==> src/rtl/vp_fb_queue.sv <==
// vp_fb_queue: in-order feedback buffer between out-of-order execution writeback
// and the value predictor's validation port; retires done entries oldest-first.
module vp_fb_queue #(
    parameter int P_DEPTH = 16,
    parameter int P_NUM_PRED = 2,
    localparam int P_TAG_WIDTH = $clog2(P_DEPTH)
) (
    input  logic                                    clk_i,
    input  logic                                    rst_i,
    input  logic                                    flush_i,
    input  logic [P_NUM_PRED-1:0]                   alloc_valid_i,
    input  logic [P_NUM_PRED-1:0][31:0]             alloc_pc_i,
    output logic                                    alloc_ready_o,
    output logic [P_NUM_PRED-1:0][P_TAG_WIDTH-1:0]  alloc_tag_o,
    input  logic [P_NUM_PRED-1:0]                   wb_valid_i,
    input  logic [P_NUM_PRED-1:0][P_TAG_WIDTH-1:0]  wb_tag_i,
    input  logic [P_NUM_PRED-1:0][31:0]             wb_result_i,
    output logic [P_NUM_PRED-1:0][31:0]             fb_pc_o,
    output logic [P_NUM_PRED-1:0][31:0]             fb_result_o,
    output logic [P_NUM_PRED-1:0]                   fb_valid_o,
    output logic [P_TAG_WIDTH:0]                    occupancy_o
);

    typedef logic [P_TAG_WIDTH:0]   ptr_t;
    typedef logic [P_TAG_WIDTH-1:0] tag_t;

    localparam ptr_t MAX_OCC = ptr_t'(P_DEPTH - P_NUM_PRED);

    logic [31:0]          pc_mem     [P_DEPTH];
    logic [31:0]          result_mem [P_DEPTH];
    logic [P_DEPTH-1:0]   alloc_bits;
    logic [P_DEPTH-1:0]   done_bits;
    ptr_t                 head;
    ptr_t                 tail;
    ptr_t                 occupancy;
    ptr_t                 alloc_cnt;
    ptr_t                 retire_cnt;
    logic                 retire_blocked;
    logic [P_NUM_PRED-1:0] retire_mask;
    tag_t [P_NUM_PRED-1:0] retire_slot;

    assign occupancy     = tail - head;
    assign occupancy_o   = occupancy;
    assign alloc_ready_o = (occupancy <= MAX_OCC);

    // Requesting lanes take consecutive slots from tail; idle lanes consume nothing.
    always_comb begin
        alloc_cnt   = '0;
        alloc_tag_o = '0;
        for (int l = 0; l < P_NUM_PRED; l++) begin
            alloc_tag_o[l] = tail[P_TAG_WIDTH-1:0] + alloc_cnt[P_TAG_WIDTH-1:0];
            if (alloc_valid_i[l]) begin
                alloc_cnt = alloc_cnt + ptr_t'(1);
            end
        end
    end

    // The first not-done entry from head blocks every younger entry.
    always_comb begin
        retire_blocked = 1'b0;
        retire_cnt     = '0;
        retire_mask    = '0;
        retire_slot    = '0;
        for (int j = 0; j < P_NUM_PRED; j++) begin
            retire_slot[j] = head[P_TAG_WIDTH-1:0] + tag_t'(j);
            if (!retire_blocked && alloc_bits[retire_slot[j]] && done_bits[retire_slot[j]]) begin
                retire_mask[j] = 1'b1;
                retire_cnt     = retire_cnt + ptr_t'(1);
            end else begin
                retire_blocked = 1'b1;
            end
        end
    end

    always_ff @(posedge clk_i or posedge rst_i) begin
        if (rst_i) begin
            head        <= '0;
            tail        <= '0;
            alloc_bits  <= '0;
            done_bits   <= '0;
            fb_valid_o  <= '0;
            fb_pc_o     <= '0;
            fb_result_o <= '0;
        end else if (flush_i) begin
            head       <= '0;
            tail       <= '0;
            alloc_bits <= '0;
            done_bits  <= '0;
            fb_valid_o <= '0;
        end else begin
            for (int k = 0; k < P_NUM_PRED; k++) begin
                if (wb_valid_i[k] && alloc_bits[wb_tag_i[k]]) begin
                    done_bits[wb_tag_i[k]] <= 1'b1;
                end
            end
            // NOTE: with several non-blocking writes to one bit, the last in program
            // order wins, so the retire clear below overrides a same-cycle writeback.
            for (int j = 0; j < P_NUM_PRED; j++) begin
                if (retire_mask[j]) begin
                    alloc_bits[retire_slot[j]] <= 1'b0;
                    done_bits[retire_slot[j]]  <= 1'b0;
                    fb_pc_o[j]                 <= pc_mem[retire_slot[j]];
                    fb_result_o[j]             <= result_mem[retire_slot[j]];
                end
            end
            fb_valid_o <= retire_mask;
            head       <= head + retire_cnt;
            if (alloc_ready_o) begin
                for (int l = 0; l < P_NUM_PRED; l++) begin
                    if (alloc_valid_i[l]) begin
                        alloc_bits[alloc_tag_o[l]] <= 1'b1;
                        done_bits[alloc_tag_o[l]]  <= 1'b0;
                    end
                end
                tail <= tail + alloc_cnt;
            end
        end
    end

    // NOTE: payload arrays carry no reset; the alloc/done bits alone say which slots hold data.
    always_ff @(posedge clk_i) begin
        if (!flush_i) begin
            for (int k = 0; k < P_NUM_PRED; k++) begin
                if (wb_valid_i[k] && alloc_bits[wb_tag_i[k]]) begin
                    result_mem[wb_tag_i[k]] <= wb_result_i[k];
                end
            end
            if (alloc_ready_o) begin
                for (int l = 0; l < P_NUM_PRED; l++) begin
                    if (alloc_valid_i[l]) begin
                        pc_mem[alloc_tag_o[l]] <= alloc_pc_i[l];
                    end
                end
            end
        end
    end

endmodule
==> config.mk <==
export PLATFORM = sky130hd
export DESIGN_NAME = vp_fb_queue
export DESIGN_NICKNAME = d
export VERILOG_FILES = /design/src/rtl/vp_fb_queue.sv
export SDC_FILE = /design/constraint.sdc
export NUM_CORES = 2
export LEC_CHECK = 0
export ABC_CLOCK_PERIOD_IN_PS = 5400
export BUFFER_PORTS_ARGS = -buffer_cell sky130_fd_sc_hd__buf_2
export CAP_MARGIN = 20
export CORE_MARGIN = 1.5
export CORE_UTILIZATION = 50
export DETAILED_ROUTE_END_ITERATION = 8
export PLACE_DENSITY = 0.68
export SKIP_LAST_GASP = 1
export SLEW_MARGIN = 20
export SYNTH_ARGS = -nofsm -noshare
export SYNTH_HDL_FRONTEND = slang
export SYNTH_SLANG_ARGS = --single-unit
==> constraint.sdc <==
create_clock -name clk_i -period 5.4 [get_ports clk_i]
set_input_delay 0.54 -clock clk_i [delete_from_list [all_inputs] [get_ports clk_i]]
set_output_delay 0.54 -clock clk_i [all_outputs]
set_load 0.05 [all_outputs]
==> flow_summary_export.csv <==
group,metric,value,unit
global_routing,grt_pass1_vias,40200,
critical_path,crit_path_max_fanout,23,
clock_network,cts_tree,"done",
synthesis,ys.warnings.count,0,
clock_network,clk_latency,780,ps
critical_path,required,5910,ps
synthesis,synthCells,3836,
clock_network,cts_inserted_buffers,137,
critical_path,critical_path.startpoint,"head[1]$_DFF_PP0_",
critical_path,slowest_delay,740,ps
pwr,clkPwrFrac,42.9,%
sta,maxSlewViolCount,0,
sta,min_period_over_period,88.5,%
sta,finalSetupViolations,0,
clock_network,clk_pin_slew,50,ps
synthesis,synthFlopType,"edfxtp_1",
critical_path,crit_slowest_cell,"o311a_1",
global_routing,overflow,0,
sta,period_needed,4780,ps
sta,fmax,0.209,GHz
worst_hold_path,min_from,"wb_result_i[30]",
clock_network,htreeDepth,4,
synthesis,ys_ff_latch,1196,
clock_network,clock-sinks,1196,
global_routing,grt_max_degree,147,
worst_hold_path,hp-class,"in2reg",
pwr,pwr_density_cell,288,nW/µm²
clock_network,root_buffer,"clkbuf_16",
sta,fin_skew,29.0,ps
pwr,p_comb_share,8.9,%
synthesis,synth_edf_count,1024,
sta,maxSlewHeadroom,18.6,%
critical_path,reg2reg_from,"head[1]$_DFF_PP0_",
detailed_routing,drt_iter0_markers,5110,
pwr,power,21600,µW
die,die_x,371,µm
detailed_routing,post_drt_via_cell_ratio,6.88,
die,num_io_pins,287,
pwr,p_sw,5160,µW
detailed_routing,firstDrtPassIters,6,
critical_path,end_kind,"register",
critical_path,path_cells,"inv_1 -> fa_1 -> a21o_1 -> a21oi_1 -> xor2_1 -> o311a_1 -> nand3_2 -> buf_12 -> mux2_2",
clock_network,cts_max_path_buffers,3,
critical_path,cp-start-kind,"register",
die,core-area,134000,µm²
critical_path,arrival,5290,ps
outcome,status,"complete, no violations",
placed_design,io_buffers,286,
cells_and_area,areaGrowthSynthToFinish,11.2,%
pwr,vdd_drop_max,0.000251,V
detailed_routing,antenna_left,0,
critical_path,cp_top_family,"compound AO/OA/AOI/OAI gates",
die,rows,134,
critical_path,cp_num_buf_inv,2,
clock_network,postCtsSetupBuffers,0,
pwr,seqPwrFrac,48.2,%
synthesis,netlist_top_cells_count,"mux2_2 (1098), edfxtp_1 (1024), mux4_2 (658), clkbuf_1 (218), dfrtp_1 (172)",
synthesis,synth_area_leaders,"edfxtp_1 (46%), mux4_2 (22%), mux2_2 (18%), dfrtp_1 (6.4%), clkbuf_1 (1.2%)",
detailed_routing,drc,0,
synthesis,synth_area,67500,µm²
placed_design,place.detailed.hpwl,117,mm
global_routing,grt_pass1_wl,289,mm
job,max-cap-violations,0,
global_routing,antenna_found_initial,33,
synthesis,synth_most_common_cell,"mux2_2",
die,initial_core_util,50.5,%
synthesis,synthDistinctLibCells,68,
synthesis,synth.net_count,3998,
die,die_y,371,µm
die,die-area,137000,µm²
placed_design,routabilityCongestion,0.885,
detailed_routing,wl,201,mm
global_routing,track_usage,29.4,%
cells_and_area,drive_above_1_share,61.2,%
synthesis,synth_top_area_share,45.5,%
synthesis,ys_seq_area_share,51.9,%
sta,rsz0062_at_grt,"false",
synthesis,ys_async_sr_fraction,14.4,%
synthesis,syn_area_per_cell,17.6,µm²
sta,worst_pin_slew,1220,ps
synthesis,synth_top_area_cell,"edfxtp_1",
detailed_routing,routedWlPerCell,34.4,µm
cells_and_area,finalNetCount,4115,
sta,setup_tns,0,ps
pwr,p_sw_share,23.9,%
pwr,p_leak,0.0252,µW
critical_path,path_class,"reg2reg",
detailed_routing,via_count,40300,
sta,hold_violations,0,
pwr,intPower,16400,µW
==> flip-flops by register name (all words and copies together), names as in the netlist <==
register	flops
result_mem	512
fb_valid_o	2
alloc_bits	16
fb_result_o	64
pc_mem	512
head	5
fb_pc_o	64
tail	5
done_bits	16
==> kinds of logic (layout without fill, tap and decap cells) <==
group	after synthesis	in the layout	synth area share [%]
muxes	1817	1817	41.6
DFF	1196	1196	51.9
buffers and inverters	441	672	2.99
and+or+nand+nor	236	236	1.77
AOI/OAI and AO/OA	116	116	1.22
adders and majority gates	19	19	0.385
xor gates and xnor gates	11	11	0.154
other	0	18	0
==> metrics by stage <==
stage	utilization, %	hold slack, ps	setup WS, ps	cell area (µm²)	cells
after global placement	52.8	485	653	70600	5581
after CTS	56.1	228	595	75000	5835
after global routing	56.1	278	366	75100	5845
after detailed placement	52.8	490	582	70600	5581
final	56.1	283	621	75100	5853
after floorplan	-	497	200	67500	3836
==> area by class of cell <==
| type | count | area, µm² |
|---|---|---|
| clock buffer | 191 | 3910 |
| antenna | 18 | 45.0 |
| multi-input combinational | 2199 | 30800 |
| clock inverter | 62 | 509 |
| sequential | 1196 | 35100 |
| tap | 1768 | 2210 |
| inverter | 22 | 95.1 |
| timing repair buffer | 397 | 2450 |
| fill | 10300 | 58700 |
==> power groups by stage <==
stage          Sequential, µW  Clock [µW]  Combinational, µW
2_1_floorplan           10700           0               1170
3_3_place_gp            10600           0               1880
3_5_place_dp            10600           0               1900
4_1_cts                 10400        9390               1920
5_1_grt                 10400        9740               2040
6_report                10400        9270               1920
==> path summary, 6_finish.rpt <==
| path | end | slack (ps) | cells past startpoint |
|---|---|---|---|
| max | pc_mem[12][22]$_DFFE_PP_ | 620 | 9 |
| min | result_mem[0][30]$_DFFE_PP_ | 280 | 2 |
| max reg2reg | pc_mem[12][22]$_DFFE_PP_ | 620 | 9 |
| min reg2reg | fb_result_o[13]$_DFFE_PP0P_ | 500 | 1 |
| max in group asynchronous | head[1]$_DFF_PP0_ | 3740 | 4 |
| min in group asynchronous | fb_result_o[3]$_DFFE_PP0P_ | 330 | 3 |
==> cell usage in the layout, fill, tap and decap left out, drive strengths merged, types with 4 or more instances in the layout <==
master,n
a22o,5
nand3,23
ha,16
nand4,4
inv,30
o21ai,12
a21o,8
buf,396
nor3b,7
nor3,12
clkbuf,191
o221a,6
and3,9
dfrtp,172
a32oi,5
nor2b,8
clkinvlp,4
a22oi,6
o22ai,24
nor2,55
clkinv,43
diode,18
xnor2,7
xor2,4
nand2,69
a21oi,24
edfxtp,1024
nand3b,10
o32ai,6
and2,16
bufinv,7
mux4,661
mux2,1153
==> what timing repair did <==
item                                   in CTS  in global routing
hold buffers                                1                  0
setup endpoints to repair                   0                  0
resized for setup                           0                  0
endpoints found under the hold margin      63                  0
==> per-layer routing <==
metal	GRT usage, %	up-vias	share of wire [%]
met5	0	-	0.051
li1	-	16100	-
met4	9.54	16	3.0
met3	5.98	377	9.3
met1	42.5	21500	41
met2	44.8	2200	47
Power figures use the tool's default switching activity.
